<file path="src/rtl/seq_alu_accumulator.sv">
// seq_alu_accumulator: multi-cycle ALU that writes a 2*WIDTH-bit accumulator.
// Single-cycle ops update acc on the accept edge. MUL, DIV and MOD iterate one
// bit per clock and update acc WIDTH+1 edges after the accept edge.
// Optional macro SEQ_ALU_SIGNED_EN: MUL/DIV/MOD use two's-complement operands.
//
// Handshake: a request is accepted on a rising edge where start=1 and busy=0.
// start while busy=1 is dropped, not queued. done pulses for exactly one cycle
// on the edge that writes acc and is never high together with busy.
module seq_alu_accumulator #(
    parameter int WIDTH = 16
) (
    input  logic                 clk,
    input  logic                 rst_n,
    input  logic                 start,
    input  logic [3:0]           op_code,
    input  logic [WIDTH-1:0]     in_a,
    input  logic [WIDTH-1:0]     in_b,
    input  logic                 b_sel,
    output logic [2*WIDTH-1:0]   acc,
    output logic                 busy,
    output logic                 done,
    output logic                 carry,
    output logic                 err_ovf,
    output logic                 err_div0,
    output logic [1:0]           state_dbg
);
    localparam int CNT_W = $clog2(WIDTH) + 1;

    localparam logic [1:0] IDLE = 2'd0;
    localparam logic [1:0] ITER = 2'd1;
    localparam logic [1:0] FIN  = 2'd2;

    localparam logic [3:0] OP_ADD  = 4'd0,  OP_MOD  = 4'd1,  OP_DIV  = 4'd2,  OP_RST  = 4'd3;
    localparam logic [3:0] OP_MUL  = 4'd4,  OP_AND  = 4'd5,  OP_OR   = 4'd6,  OP_NAND = 4'd7;
    localparam logic [3:0] OP_SUB  = 4'd8,  OP_NOR  = 4'd9,  OP_XOR  = 4'd10, OP_XNOR = 4'd11;
    localparam logic [3:0] OP_NOT  = 4'd12, OP_NOP  = 4'd13, OP_ZERO = 4'd14, OP_PSET = 4'd15;

    localparam logic [WIDTH-1:0] ZERO_W = '0;

    logic [1:0]         state;
    logic [CNT_W-1:0]   cnt;
    logic [3:0]         op_q;
    logic [WIDTH-1:0]   b_q;
    logic [WIDTH-1:0]   hi;      // MUL: product high half; DIV/MOD: partial remainder
    logic [WIDTH-1:0]   lo;      // MUL: multiplier / product low half; DIV/MOD: dividend -> quotient

    logic               accept;
    logic [WIDTH-1:0]   op_b;
    logic [WIDTH:0]     add_sum;
    logic [WIDTH:0]     sub_sum;
    logic [WIDTH-1:0]   mag_a;
    logic [WIDTH-1:0]   mag_b;
    logic               div_ovf;
    logic [2*WIDTH-1:0] sc_res;
    logic               sc_carry;
    logic               sc_ovf;
    logic               sc_div0;
    logic               sc_iter;
    logic [WIDTH:0]     mul_sum;
    logic [WIDTH:0]     div_shift;
    logic [WIDTH+1:0]   div_diff;
    logic [2*WIDTH-1:0] fin_res;

    assign accept    = start && (state == IDLE);
    assign busy      = (state != IDLE);
    assign state_dbg = state;
    assign op_b      = b_sel ? acc[WIDTH-1:0] : in_b;
    assign add_sum   = {1'b0, in_a} + {1'b0, op_b};
    assign sub_sum   = {1'b0, in_a} + {1'b0, ~op_b} + {{WIDTH{1'b0}}, 1'b1};

`ifdef SEQ_ALU_SIGNED_EN
    logic acc_neg;
    logic neg_q;
    assign mag_a   = in_a[WIDTH-1] ? -in_a : in_a;
    assign mag_b   = op_b[WIDTH-1] ? -op_b : op_b;
    assign div_ovf = (in_a == {1'b1, {(WIDTH-1){1'b0}}}) && (&op_b);
    assign acc_neg = (op_code == OP_MOD) ? in_a[WIDTH-1] : (in_a[WIDTH-1] ^ op_b[WIDTH-1]);

    // Result sign captured at accept; the iteration works on magnitudes
    always_ff @(posedge clk or negedge rst_n) begin
        if (!rst_n)                 neg_q <= 1'b0;
        else if (accept && sc_iter) neg_q <= acc_neg;
    end
`else
    assign mag_a   = in_a;
    assign mag_b   = op_b;
    assign div_ovf = 1'b0;
`endif

    // Single-cycle result and flags, plus the decision to start iterating
    always_comb begin
        sc_res   = acc;
        sc_carry = 1'b0;
        sc_ovf   = 1'b0;
        sc_div0  = 1'b0;
        sc_iter  = 1'b0;
        case (op_code)
            OP_ADD: begin
                sc_res   = {ZERO_W, add_sum[WIDTH-1:0]};
                sc_carry = add_sum[WIDTH];
                sc_ovf   = (in_a[WIDTH-1] == op_b[WIDTH-1]) && (add_sum[WIDTH-1] != in_a[WIDTH-1]);
            end
            OP_SUB: begin
                sc_res   = {ZERO_W, sub_sum[WIDTH-1:0]};
                sc_carry = sub_sum[WIDTH];
                sc_ovf   = (in_a[WIDTH-1] != op_b[WIDTH-1]) && (sub_sum[WIDTH-1] != in_a[WIDTH-1]);
            end
            OP_AND:  sc_res = {ZERO_W, in_a & op_b};
            OP_OR:   sc_res = {ZERO_W, in_a | op_b};
            OP_NAND: sc_res = {ZERO_W, ~(in_a & op_b)};
            OP_NOR:  sc_res = {ZERO_W, ~(in_a | op_b)};
            OP_XOR:  sc_res = {ZERO_W, in_a ^ op_b};
            OP_XNOR: sc_res = {ZERO_W, ~(in_a ^ op_b)};
            OP_NOT:  sc_res = {ZERO_W, ~in_a};
            OP_RST, OP_ZERO: sc_res = '0;
            OP_PSET: sc_res = '1;
            OP_MUL:  sc_iter = 1'b1;
            OP_DIV, OP_MOD: begin
                if (op_b == ZERO_W) begin
                    sc_res  = '1;
                    sc_div0 = 1'b1;
                end else begin
                    sc_iter = 1'b1;
                    sc_ovf  = div_ovf;
                end
            end
            default: sc_res = acc;  // NO-OP keeps acc
        endcase
    end

    // One shift-add or restoring-subtract step per ITER cycle
    assign mul_sum   = {1'b0, hi} + (lo[0] ? {1'b0, b_q} : {(WIDTH+1){1'b0}});
    assign div_shift = {hi, lo[WIDTH-1]};
    assign div_diff  = {1'b0, div_shift} - {2'b00, b_q};

    // Final result, with the sign fix-up applied when signed ops are enabled
    always_comb begin
        fin_res = {hi, lo};
`ifdef SEQ_ALU_SIGNED_EN
        case (op_q)
            OP_DIV:  fin_res = {{WIDTH{(neg_q ? -lo : lo) >> (WIDTH-1) != ZERO_W}}, (neg_q ? -lo : lo)};
            OP_MOD:  fin_res = {{WIDTH{(neg_q ? -hi : hi) >> (WIDTH-1) != ZERO_W}}, (neg_q ? -hi : hi)};
            default: fin_res = neg_q ? -{hi, lo} : {hi, lo};
        endcase
`else
        case (op_q)
            OP_DIV:  fin_res = {ZERO_W, lo};
            OP_MOD:  fin_res = {ZERO_W, hi};
            default: fin_res = {hi, lo};
        endcase
`endif
    end

    // Control FSM, accumulator, flags and iteration datapath
    always_ff @(posedge clk or negedge rst_n) begin
        if (!rst_n) begin
            state    <= IDLE;
            cnt      <= '0;
            op_q     <= '0;
            b_q      <= '0;
            hi       <= '0;
            lo       <= '0;
            acc      <= '0;
            done     <= 1'b0;
            carry    <= 1'b0;
            err_ovf  <= 1'b0;
            err_div0 <= 1'b0;
        end else begin
            done <= 1'b0;
            case (state)
                IDLE: begin
                    if (start) begin
                        carry    <= sc_carry;
                        err_ovf  <= sc_ovf;
                        err_div0 <= sc_div0;
                        if (sc_iter) begin
                            state <= ITER;
                            cnt   <= '0;
                            op_q  <= op_code;
                            b_q   <= mag_b;
                            hi    <= '0;
                            lo    <= mag_a;
                        end else begin
                            acc  <= sc_res;
                            done <= 1'b1;
                        end
                    end
                end
                ITER: begin
                    if (op_q == OP_MUL) begin
                        hi <= mul_sum[WIDTH:1];
                        lo <= {mul_sum[0], lo[WIDTH-1:1]};
                    end else if (!div_diff[WIDTH+1]) begin
                        hi <= div_diff[WIDTH-1:0];
                        lo <= {lo[WIDTH-2:0], 1'b1};
                    end else begin
                        hi <= div_shift[WIDTH-1:0];
                        lo <= {lo[WIDTH-2:0], 1'b0};
                    end
                    cnt <= cnt + 1'b1;
                    if (cnt == CNT_W'(WIDTH - 1)) state <= FIN;
                end
                FIN: begin
                    acc   <= fin_res;
                    done  <= 1'b1;
                    state <= IDLE;
                end
                default: state <= IDLE;
            endcase
        end
    end
endmodule

</file>
<file path="config.mk">
export PLATFORM = sky130hd
export DESIGN_NAME = seq_alu_accumulator
export DESIGN_NICKNAME = d
export VERILOG_FILES = /design/src/rtl/seq_alu_accumulator.sv
export SDC_FILE = /design/constraint.sdc
export NUM_CORES = 1
export LEC_CHECK = 0
export CAP_MARGIN = 40
export CORE_MARGIN = 4
export CORE_UTILIZATION = 60
export DETAILED_ROUTE_END_ITERATION = 8
export PLACE_DENSITY = 0.82
export SLEW_MARGIN = 20
export SYNTH_ARGS = -nofsm -noshare
export SYNTH_HDL_FRONTEND = slang
export SYNTH_SLANG_ARGS = --single-unit
export TNS_END_PERCENT = 1
</file>
<file path="constraint.sdc">
create_clock -name clk -period 4.04 [get_ports clk]
set_input_delay 0.808 -clock clk [delete_from_list [all_inputs] [get_ports clk]]
set_output_delay 0.808 -clock clk [all_outputs]
set_load 0.005 [all_outputs]
</file>
Word-level counts from Yosys, hierarchy flattened

Cells that the tools add are included.

Add/sub/neg operators: 6
Multiply operators: 0
Div/mod/pow operators: 0
Magnitude comparators: 0
Equal/unequal tests: 30
Shift-type cells: 0
Multiplexer cells: 34
Bitwise gates (word level): 8
Reduce and logical (&&, ||, !) cells: 15

Operators with widths:

| kind                  | count |
|---|---|
| $pmux 32 s12          | 1 |
| $mux 16               | 9 |
| $pmux 32 s2           | 2 |
| $mux 32               | 3 |
| $not 16->16           | 5 |
| $pmux 16 s2           | 2 |
| $add 16x16->17        | 3 |
| $eq 4x4->1 const B    | 7 |
| $eq 4x3->1 const B    | 5 |
| $sub 17x16->18        | 1 |
| $add 17x1->17 const B | 1 |
| $and 16x16->16        | 1 |
| $logic_not 16->1      | 1 |
| $or 16x16->16         | 1 |
| $xor 16x16->16        | 1 |
| $ne 13x1->1 const B   | 1 |
| $eq 4x2->1 const B    | 3 |
| $mux 5                | 2 |
| $pmux 5 s2            | 1 |
| $reduce_and 3->1      | 3 |
| $eq 4x1->1 const B    | 2 |
| $ne 2x2->1 const B    | 4 |
| $pmux 1 s2            | 4 |
| $mux 1                | 6 |
| other kinds (16)      | 24 |

Bits in registers: 95
Bits in latches: 0
Bits in writable memories: 0
Bits in read-only memories: 0
Word-level logic and storage cells: 104
Memories: 0

Logic depth before layout (Yosys ltp)

Depth after elaboration: 8
Mapped depth: 15
Mapped depth without buffers: 13

Least setup slack after synthesis

No wires, ideal clock.

Kind: input -> register
Start: input b_sel
End: register carry
Data arrival time: 4.141 ns
Data required time: 3.916 ns
Path slack: -0.225 ns
Stages: 14
Buffers on the path: 2
Cell sequence: buf_2 > buf_1 > mux2i_1 > inv_1 > ha_1 > fa_1 > a211oi_1 > o21ai_0 > a2111oi_2 > o31a_1 > o21ai_1 > nor4_1 > nor3_1 > a211o_1

Word-level cells in the longest chain between the ends: 5

RTL lines:

| what                 | RTL line | RTL |
|---|---|---|
| from (decl)          | 18       | `input logic b_sel,` |
| $mux 16 (*)          | 67       | `assign op_b = b_sel ? acc[WIDTH-1:0] : in_b;` |
| via mag_b[0]         | 52       | `logic [WIDTH-1:0] mag_b;` |
| $not 16->16          | 69       | `assign sub_sum = {1'b0, in_a} + {1'b0, ~op_b} + {{WIDTH{1'b0}}, 1'b1};` |
| $add 16x16->17       | 69       |  |
| $add 17x1->17        | 69       |  |
| $pmux 1 s2 (*)       | 97       | `case (op_code)` |
| to (signal assigned) | 173      | `carry <= sc_carry;` |
| to (decl)            | 22       | `output logic carry,` |

Mark *: on every way through the listed nets, which the timed path passes. The rest lies on a longest branch.
A chain may end at the register's enable or synchronous reset.

Final worst setup path

Start: input in_b[0]
End: register carry

Word-level cells in the longest chain between the ends: 5

RTL lines:

| what           | RTL line | RTL |
|---|---|---|
| from (decl)    | 17       | `input logic [WIDTH-1:0] in_b,` |
| $mux 16 (*)    | 67       |  |
| via mag_b[0]   | 52       |  |
| $not 16->16    | 69       |  |
| $add 16x16->17 | 69       |  |
| $add 17x1->17  | 69       |  |
| $pmux 1 s2 (*) | 97       |  |

Marks and branches as above.

==> results.sh <==
export IMPL_outcome="finished clean"
export IMPL_rsz0062_at_grt="no"
export IMPL_fp_dieArea_mm2=0.0181
export IMPL_postRouteAntennaNets=0
export IMPL_crit_fanout=2
export IMPL_synth_seq_area_share=0.247
export IMPL_vias_per_cell=6.70
export IMPL_startpoint_type="input port"
export IMPL_io_buffers=78
export IMPL_first_iter_violations=1218
export IMPL_ir_drop_uv=390
export IMPL_arrival_ns=4.13
export IMPL_grt_pass1_wl_mm=56.2
export IMPL_final_cell_mix="nand2_1, a21oi_1, buf_4"
export IMPL_place_area_mm2=0.0113
export IMPL_async_reset_ff_frac=1.00
export IMPL_p_per_area_mw_per_mm2=720
export IMPL_synth_mux_area_frac=0.0383
export IMPL_drc_errors=0
export IMPL_die_h_um=135
export IMPL_fin_area_mm2=0.0116
export IMPL_synthAdderAreaFrac=0.120
export IMPL_slew_violations=0
export IMPL_dp_hpwl_mm=27.4
export IMPL_synth_edf_count=0
export IMPL_synth_fp_nets=1377
export IMPL_synth_area_leaders="dfrtp_1, ha_1, a21oi_1, nand2_1, o21ai_0"
export IMPL_clock_sinks=95
export IMPL_synth_compound_area_frac=0.305
export IMPL_critPathLaunch="in_b[0]"
export IMPL_drive_gt1_frac=0.126
export IMPL_numPlacedInstances=1578
export IMPL_dpl_worst_slack_ns=-0.505
export IMPL_finalClockSkew_ns=0.0156
export IMPL_critical_path_class="input port to register"
export IMPL_grt_use_total=0.392
export IMPL_grt_max_degree=56
export IMPL_mostFrequentLayoutCell="nand2_1"
export IMPL_reg2reg_depth=11
export IMPL_timing_fmax_mhz=257
export IMPL_vias=10700
export IMPL_antenna_cells=0
export IMPL_hp_class="register to register"
export IMPL_core_area_mm2=0.0154
export IMPL_start_util=0.623
export IMPL_hold_path_startpoint="acc[31]"
export IMPL_area_growth_pct=21.1
export IMPL_grt_pass1_vias=10300
export IMPL_synth_top_cell_area_share=0.247
export IMPL_ys_ff_latch=95
export IMPL_dr_pass1_iters=6
export IMPL_synthSimpleGateAreaFrac=0.192
export IMPL_period_minus_slack_ns=3.89
export IMPL_place_congestion=1.05
export IMPL_syn_cell_area_mm2=0.00961
export IMPL_finalNetCount=1511
export IMPL_cts_hold_buf=0
export IMPL_rows=45
export IMPL_seqCellArea_mm2=0.00238
export IMPL_clkLatencyLatePin_ns=0.35
export IMPL_slew_headroom=0.483
export IMPL_drv_cap=0
export IMPL_root_buffer="clkbuf_16"
export IMPL_fillCellCount=1185
export IMPL_layout_cells_non_filler=1598
export IMPL_synthXorXnorAreaFrac=0.0337
export IMPL_timing_hold_ws_ns=0.488
export IMPL_ys_flop_type="dfrtp_1"
export IMPL_die_x_um=135
export IMPL_gr_total_overflow=0
export IMPL_numCtsBuffers=9
export IMPL_cts_tree="done"
export IMPL_synth_cell_type_count=83
export IMPL_layout_setup_ws_ns=0.150
export IMPL_report_final_hold_viol_count=0
export IMPL_grt_antenna_before_repair=0
export IMPL_whs_path_depth=2
export IMPL_yosysWarnings=0
export IMPL_synth_top_family_by_area="compound AO/OA/AOI/OAI gates"
export IMPL_synth_cells=1248
export IMPL_tightestPinTransition_ns=0.765
export IMPL_routedWlPerCell_um=22.8
export IMPL_clkTransAtPathRegs_ns=0.08
export IMPL_cts_setup_buffers=0
export IMPL_avgSynthCellArea_um2=7.70
export IMPL_synth_top_cell_by_area="dfrtp_1"
export IMPL_period_share=0.963
export IMPL_pin_count=79
export IMPL_cp_required_ns=4.28
export IMPL_r2r_start="lo[0]"
export IMPL_wl_mm=36.4
export IMPL_multi_input_area_mm2=0.00670
export IMPL_clockBufferDepth=2
export IMPL_p_total_mw=8.38
export IMPL_cp_end_kind="register"
export IMPL_finalSetupViolations=0
export IMPL_ctsHtreeMaxLevel=3
export IMPL_leakagePower_nw=5.18
critical path, cell delays in order:
cell and delay (ns):
clkdlybuf4s50_1 0.53, mux2i_1 0.23, inv_1 0.11, ha_1 0.22, fa_1 0.42, a211oi_2 0.30, o21ai_1 0.17, a2111oi_2 0.50
o31a_1 0.24, o21ai_1 0.10, nor4_1 0.18, nor3_1 0.08, a211o_1 0.24
flip-flops by register name, summed over array words and instances (netlist names):
name	cells
acc	32
b_q	16
hi	16
lo	16
cnt	5
op_q	4
state_dbg	2
carry	1
done	1
err_div0	1
err_ovf	1
power by group:
group / internal (mW) / total [mW] / switching [mW] / leakage, nW
registers: 1.36 / 1.90 / 0.540 / 1.19
logic: 2.58 / 5.64 / 3.07 / 3.85
clock network: 0.429 / 0.838 / 0.410 / 0.132
total: 4.36 / 8.38 / 4.02 / 5.18
path summary, 6_finish.rpt:
check | endpoint | slack [ns]
min | acc[31] | 0.49
max in group asynchronous | lo[10] | 2.74
max | carry | 0.15
min reg2reg | acc[31] | 0.49
max reg2reg | hi[14] | 0.64
min in group asynchronous | cnt[4] | 0.50
cell type report:
cell class | count | share of cell area
clock buffer | 10 | 0.0197
clock inverter | 6 | 0.00452
inverter | 74 | 0.0239
multi-input combinational | 1005 | 0.576
sequential | 95 | 0.204
tap | 211 | 0.0227
timing repair buffer | 197 | 0.149
through the flow:
step | setup TNS, ns | util
3_3_place_gp | -2.22 | 0.730
5_1_grt | 0 | 0.754
6_report | 0 | 0.754
4_1_cts | -0.0366 | 0.748
3_5_place_dp | -3.94 | 0.730
2_1_floorplan | 0 | -
logic make-up after synthesis:
kind of cell / count (synthesis)
flops: 95
simple gates: 395
buf+inv: 148
mux: 36
compound gates: 447
fa+ha+maj: 90
xor+xnor: 37
synthesized netlist by cell type, types with 4 or more instances:
cell type	n
nand2_1	141
a21oi_1	132
nor2_1	103
dfrtp_1	95
ha_1	85
o21ai_0	84
inv_1	73
clkbuf_1	44
mux2i_1	30
nor3_1	27
xnor2_1	25
o22ai_1	23
and2_1	22
nand3_1	20
a211oi_1	19
a221o_1	18
nor2b_1	18
a21o_1	17
a31oi_1	17
buf_2	17
nand2b_1	15
a22oi_1	12
o21a_1	12
o31ai_1	12
xor2_1	12
o21bai_1	10
or3_1	10
o211ai_1	9
a221oi_1	8
buf_1	8
nand4_1	8
o21ai_1	8
a32o_1	6
mux2_2	6
nor4_1	6
o221ai_1	6
a311oi_1	5
and3_1	5
or2_2	5
fa_1	4
what timing repair did:
| action | in CTS | in global routing |
|---|---|---|
| pin swaps | 2 | 2 |
| gates resized for setup | 1 | 8 |
| endpoints found under the setup margin | 6 | 10 |
metal layers:
metal	GRT usage	share of wire	vias to the layer above
li1	-	-	4807
met1	0.522	0.39	5054
met2	0.607	0.45	716
met3	0.0678	0.10	130
met4	0.221	0.061	0
met5	0	0	-
Power figures use the tool's default switching activity.
